--- src/rtl/uart_rx_oversample.sv ---
// 8N1 UART receiver on a 16x oversample strobe, with a valid/ready holding register.
// Byte and error pulses register one clk after the stop-sample tick; a full register drops new bytes (overrun).
module uart_rx_oversample #(
  parameter int DATA_BITS  = 8,
  parameter int OVERSAMPLE = 16
) (
  input  logic                 clk,
  input  logic                 reset,
  input  logic                 baud_tick,
  input  logic                 rx,
  output logic [DATA_BITS-1:0] rx_data,
  output logic                 rx_valid,
  input  logic                 rx_ready,
  output logic                 framing_error,
  output logic                 overrun_error,
  output logic                 busy
);

  localparam int TW = (OVERSAMPLE > 1) ? $clog2(OVERSAMPLE) : 1;
  localparam int BW = (DATA_BITS > 1) ? $clog2(DATA_BITS) : 1;

  localparam logic [TW-1:0] T_HALF = TW'(OVERSAMPLE / 2 - 1);
  localparam logic [TW-1:0] T_FULL = TW'(OVERSAMPLE - 1);
  localparam logic [BW-1:0] B_LAST = BW'(DATA_BITS - 1);

  localparam logic [2:0] S_IDLE      = 3'd0;
  localparam logic [2:0] S_START     = 3'd1;
  localparam logic [2:0] S_DATA      = 3'd2;
  localparam logic [2:0] S_STOP      = 3'd3;
  localparam logic [2:0] S_WAIT_HIGH = 3'd4;

  logic [1:0]           sync_q, sync_d;
  logic [2:0]           state_q, state_d;
  logic [TW-1:0]        tcnt_q, tcnt_d;
  logic [BW-1:0]        bcnt_q, bcnt_d;
  logic [DATA_BITS-1:0] shreg_q, shreg_d;
  logic [DATA_BITS-1:0] data_q, data_d;
  logic                 valid_q, valid_d;
  logic                 fe_q, fe_d;
  logic                 ov_q, ov_d;
  logic                 rx_s;
  logic                 handshake;
  logic                 deliver;

  assign rx_s      = sync_q[1];
  assign handshake = valid_q & rx_ready;

  always_comb begin
    sync_d  = {sync_q[0], rx};
    state_d = state_q;
    tcnt_d  = tcnt_q;
    bcnt_d  = bcnt_q;
    shreg_d = shreg_q;
    data_d  = data_q;
    valid_d = valid_q;
    fe_d    = 1'b0;
    ov_d    = 1'b0;
    deliver = 1'b0;

    if (baud_tick) begin
      case (state_q)
        S_IDLE: begin
          if (!rx_s) begin
            state_d = S_START;
            tcnt_d  = '0;
          end
        end
        S_START: begin
          if (tcnt_q == T_HALF) begin
            tcnt_d = '0;
            bcnt_d = '0;
            state_d = rx_s ? S_IDLE : S_DATA;
          end else begin
            tcnt_d = tcnt_q + TW'(1);
          end
        end
        S_DATA: begin
          if (tcnt_q == T_FULL) begin
            tcnt_d  = '0;
            // First bit received drifts down to bit 0 (LSB first on the wire).
            shreg_d = {rx_s, shreg_q[DATA_BITS-1:1]};
            if (bcnt_q == B_LAST) begin
              state_d = S_STOP;
            end else begin
              bcnt_d = bcnt_q + BW'(1);
            end
          end else begin
            tcnt_d = tcnt_q + TW'(1);
          end
        end
        S_STOP: begin
          if (tcnt_q == T_FULL) begin
            tcnt_d = '0;
            bcnt_d = '0;
            // Leave at mid stop bit so a back-to-back start edge is not missed.
            if (rx_s) begin
              deliver = 1'b1;
              state_d = S_IDLE;
            end else begin
              fe_d    = 1'b1;
              state_d = S_WAIT_HIGH;
            end
          end else begin
            tcnt_d = tcnt_q + TW'(1);
          end
        end
        S_WAIT_HIGH: begin
          if (rx_s) begin
            state_d = S_IDLE;
          end
        end
        default: begin
          state_d = S_IDLE;
          tcnt_d  = '0;
          bcnt_d  = '0;
        end
      endcase
    end

    if (handshake) begin
      valid_d = 1'b0;
    end
    // A consumer handshake in the delivery cycle frees the slot for the new byte.
    if (deliver) begin
      if (!valid_q || handshake) begin
        data_d  = shreg_q;
        valid_d = 1'b1;
      end else begin
        ov_d = 1'b1;
      end
    end
  end

  always_ff @(posedge clk or negedge reset) begin
    if (!reset) begin
      sync_q  <= 2'b11;
      state_q <= S_IDLE;
      tcnt_q  <= '0;
      bcnt_q  <= '0;
      shreg_q <= '0;
      data_q  <= '0;
      valid_q <= 1'b0;
      fe_q    <= 1'b0;
      ov_q    <= 1'b0;
    end else begin
      sync_q  <= sync_d;
      state_q <= state_d;
      tcnt_q  <= tcnt_d;
      bcnt_q  <= bcnt_d;
      shreg_q <= shreg_d;
      data_q  <= data_d;
      valid_q <= valid_d;
      fe_q    <= fe_d;
      ov_q    <= ov_d;
    end
  end

  assign rx_data       = data_q;
  assign rx_valid      = valid_q;
  assign framing_error = fe_q;
  assign overrun_error = ov_q;
  assign busy          = (state_q != S_IDLE);

endmodule

--- config.mk ---
export PLATFORM = sky130hd
export DESIGN_NAME = uart_rx_oversample
export DESIGN_NICKNAME = d
export VERILOG_FILES = /design/src/rtl/uart_rx_oversample.sv
export SDC_FILE = /design/constraint.sdc
export NUM_CORES = 1
export LEC_CHECK = 0
export CAP_MARGIN = 40
export CORE_MARGIN = 8
export CORE_UTILIZATION = 53
export CTS_CLUSTER_DIAMETER = 120
export CTS_CLUSTER_SIZE = 10
export DETAILED_ROUTE_END_ITERATION = 10
export GPL_TIMING_DRIVEN = 1
export PLACE_DENSITY = 0.88
export SYNTH_ARGS = -nofsm -noshare
export SYNTH_HDL_FRONTEND = slang
export SYNTH_SLANG_ARGS = --single-unit
--- constraint.sdc ---
create_clock -name clk -period 2.05 [get_ports clk]
set_input_delay 0.3075 -clock clk [delete_from_list [all_inputs] [get_ports clk]]
set_output_delay 0.3075 -clock clk [all_outputs]
set_load 0.02 [all_outputs]
Yosys cells after proc, flatten, opt, wreduce, memory -nomap -nowiden --
Index checks and enable logic that the tools add are counted.
Word-level totals: register bits 31, latch bits 0, RAM bits 0, bits in read-only memories 0, bits of input ports 5, output and inout bits 12, word-level logic and storage cells 70, memories 0
Cells by class: add/sub/neg operators 2, multipliers 0, divide/modulo/power cells 0, order comparisons 0, equal/unequal tests 14, shifts and indexed selects 0, multiplexer cells 31, bitwise operators 3, reductions and logical operators 11
Operator list (number):
- $mux 3 | 11
- $pmux 4 s4 | 1
- $pmux 3 s5 | 1
- $ne 2x2->1 const B | 7
- $mux 1 | 13
- $mux 4 | 3
- $pmux 3 s4 | 1
- $reduce_and 7->1 | 1
- $eq 3x2->1 const B | 2
- $eq 3x3->1 const B | 2
- $reduce_and 3->1 | 2
- $reduce_and 6->1 | 1
- $add 4x1->4 const B | 1
- $eq 4x3->1 const B | 1
- $eq 4x4->1 const B | 1
- $reduce_or 2->1 | 2
- $add 3x1->3 const B | 1
- $eq 3x1->1 const B | 1
- $logic_not 3->1 | 1
- $reduce_bool 3->1 | 1
- $mux 2 | 1
- $not 1->1 | 2
- $reduce_and 2->1 | 1
- $and 1x1->1 | 1
- 2 further kinds | 2

Logic depth before layout (Yosys ltp) --
depth in word-level cells 5, depth in mapped cells 6, depth with buffers taken out 6

Least setup slack after synthesis --
No wires, ideal clock.
kind reg2reg, from register tcnt_q[0], to register data_q[0] (netlist: rx_data[0]), setup time 0.125 ns, data arrival time 1.708 ns, data required time 1.925 ns, slack 0.218 ns, stages on the path, launching flop included 6, path buffers 0, period minus slack after synthesis 1.832 ns, cells stage by stage dfrtp_1 ha_1 and3_2 nand2_2 nor4b_4 mux2_2
Between the ends: longest elaborated chain between the ends 5
RTL lines:
- start, declared | line 34 | logic [TW-1:0] tcnt_q, tcnt_d;
- start signal, assigned | line 148 | tcnt_q <= tcnt_d;
- $eq 4x4->1 | line 92 | if (tcnt_q == T_FULL) begin
- $mux 1 | line 92
- $mux 1 | line 61 | case (state_q)
- $mux 1 | line 60 | if (baud_tick) begin
- $reduce_and 2->1 (no line)
- end signal, assigned | line 151 | data_q <= data_d;
- end, declared | line 37 | logic [DATA_BITS-1:0] data_q, data_d;
No other way between the ends. A chain may end at the register's enable or synchronous reset.

Final worst setup path --
from register tcnt_q[0], to register data_q[6] (netlist: rx_data[6])
The elaborated chain is that of the path after synthesis.

==> run metrics <==
Final WS setup=154 ps; iteration count of the initial detailed-routing pass=4; # Post-CTS Setup Buffers=0; HP Class=in2async; max-cap violation count=0; die span in y=66.9 µm; Via Count=912; crit path time final=1900 ps; syn_nets=116; Mapped Area=1370 µm²; Die Area=4480 µm²; largest net degree at the start of global routing=32; Clock power frac=22.3%; routed length per placed instance=15.4 µm; WP data required=2260 ps; core box area=2480 µm²; Tightest Pin Transition=825 ps; Achievable Freq=0.527 GHz; first-pass GRT wire length=4310 µm; critical path data arrival time=2110 ps; Worst Skew=7.01 ps; Worst-path clk slew=90 ps; post-DR vias/cell=5.63; CP Max Fanout=8; share of layout cells above drive strength 1=28.0%; Die Span X=66.9 µm; final setup fails=0; status=complete, no violations; final weighted congestion in routability-driven placement=0.770; final WL=2500 µm; Avg Inst Size Synth=12.7 µm²; Remaining DRCs=0; Combinational Power Share=24.9%; Tcrit/Tclk final=92.5%; Hold Vio Cnt, Final=0; yosys warns=0; # diodes=0; P per Cell Area=894 nW/µm²; total chip power=1.46 mW; Resize count post-CTS=2; Post-synth top flop=dfrtp_1; initial core utilization=55.5%; Clock Latency Late Sink=330 ps; sw frac=33.1%; RSZ-0062 raised after global routing=false; H-tree depth=2; critical path capture point type=flop; initial drt markers=30; count of buffers from port buffering=16; CTS Sinks=31; Sw Pwr=483 µW; GRT overflow=0; CTS Buf Count=5; Fillers=193; initial antenna violation count=0; CTS tree=done; Ports=17; fin. max-slew vios=0; Sequential Power Share=52.8%; number of distinct library cells after synthesis=31; Int Pwr=977 µW; asr flop ratio synth=100%; pre-CTS WS=87.2 ps; fin nets=139; CTS Buffer Depth=2; worst vdd ir=0.000638 V; GRT Overall Usage=13.1%; Syn Inst Count=108; Seq cells post-synth=31; critical path class=reg2reg; Worst setup SP type=flop; vias in the first global route=963; placement row count=18; hold-fix buffers at CTS=0; Routed Antenna Nets=0; fin util=65.9%; CTS root buffer=clkbuf_4; EDFF count, synth=0; Relative slew margins=44.6%; DPL Wire Length=1810 µm; leak pwr=0.786 nW; setup TNS=0 ps; sequential-to-total area share from yosys stat=56.6%; area delta synth->final=18.9%
## critical path: stages, from the launching register on
cell     delay (ps)
dfrtp_1         410
ha_1            210
and3_2          230
nand2_2         110
nor4b_4         280
buf_4           210
mux2_1          340
## cells by family (layout without fill, tap and decap cells)
kind of cell,count (synthesis),after routing,share of synthesized area [%]
simple gates,36,36,15.7
compound gates,15,15,8.01
mux,19,19,15.6
buf+inv,4,28,1.37
flops,31,31,56.6
fa+ha+maj,3,3,2.73
## state kept, by name, summed over array words and instances (netlist names)
name           flops
tcnt_q             4
rx_data            8
state_q            3
framing_error      1
overrun_error      1
sync_q             2
shreg_q            8
bcnt_q             3
rx_valid           1
## power by group through the flow
stage / Clock (mW) / Sequential, mW / Combinational, mW
floorplan: 0 / 0.730 / 0.311
global placement: 0 / 0.770 / 0.357
detailed placement: 0 / 0.777 / 0.375
CTS: 0.345 / 0.768 / 0.365
global route: 0.368 / 0.784 / 0.409
finish: 0.326 / 0.770 / 0.364
## Yosys cell counts, types with 2 or more instances
| cell | n | area [µm²] |
|---|---|---|
| ha_1 | 3 | 37.5 |
| nor3b_1 | 2 | 15.0 |
| a21o_1 | 2 | 15.0 |
| mux2_1 | 2 | 22.5 |
| mux2_2 | 17 | 191 |
| nand2_1 | 8 | 30.0 |
| nand2b_1 | 6 | 37.5 |
| buf_2 | 3 | 15.0 |
| nor3_1 | 3 | 15.0 |
| or3_1 | 2 | 12.5 |
| dfstp_2 | 2 | 52.6 |
| dfrtp_1 | 29 | 726 |
| nor2_1 | 6 | 22.5 |
| o31ai_1 | 2 | 15.0 |
| o21ai_0 | 5 | 25.0 |
## metrics by stage
stage | instances | cell area, µm² | hold WS, ps
after floorplan | 108 | 1370 | 11.9
after global placement | 154 | 1580 | 346
after detailed placement | 154 | 1580 | 347
after CTS | 162 | 1630 | 355
after global routing | 162 | 1630 | 366
final | 162 | 1630 | 357
## layout by cell type (no fill, tap or decap), drive strengths merged, types with 2 or more instances in the layout
cell type      Yosys  layout
a21o               2       2
buf                3       4
clkbuf             1       7
clkdlybuf4s50      0      15
dfrtp             29      29
dfstp              2       2
ha                 3       3
mux2              19      19
nand2              9       9
nand2b             6       6
nor2               7       7
nor3               4       4
nor3b              2       2
o21ai              5       5
o31ai              2       2
or3                2       2
## routing by layer
metal / part of all wire (%) / global-route usage, % / routed length (µm)
met4: 3.2 / 10.2 / 80
met3: 5.8 / 4.70 / 145
met2: 51 / 20.9 / 1270
met5: 0 / 0 / 0
met1: 40 / 13.6 / 1010
## layout make-up
cell class	instances	area (µm²)	share of cell area, %
Clock buffer	7	45.0	2.76
Clock inverter	1	5.00	0.307
Multi-Input combinational cell	73	577	35.3
Sequential cell	31	779	47.7
Tap cell	30	37.5	2.30
Timing Repair Buffer	20	189	11.6
## final timing paths
| kind | from | end | slack (ps) | cells after the start |
|---|---|---|---|---|
| max | tcnt_q[0] | rx_data[6] | 150 | 6 |
| min | reset | bcnt_q[2] | 360 | 2 |
| max reg2reg | tcnt_q[0] | rx_data[6] | 150 | 6 |
| min reg2reg | sync_q[0] | sync_q[1] | 360 | 0 |
| max in group asynchronous | reset | sync_q[0] | 1360 | 2 |
| min in group clk | sync_q[0] | sync_q[1] | 360 | 0 |
Power figures use the tool's default switching activity.
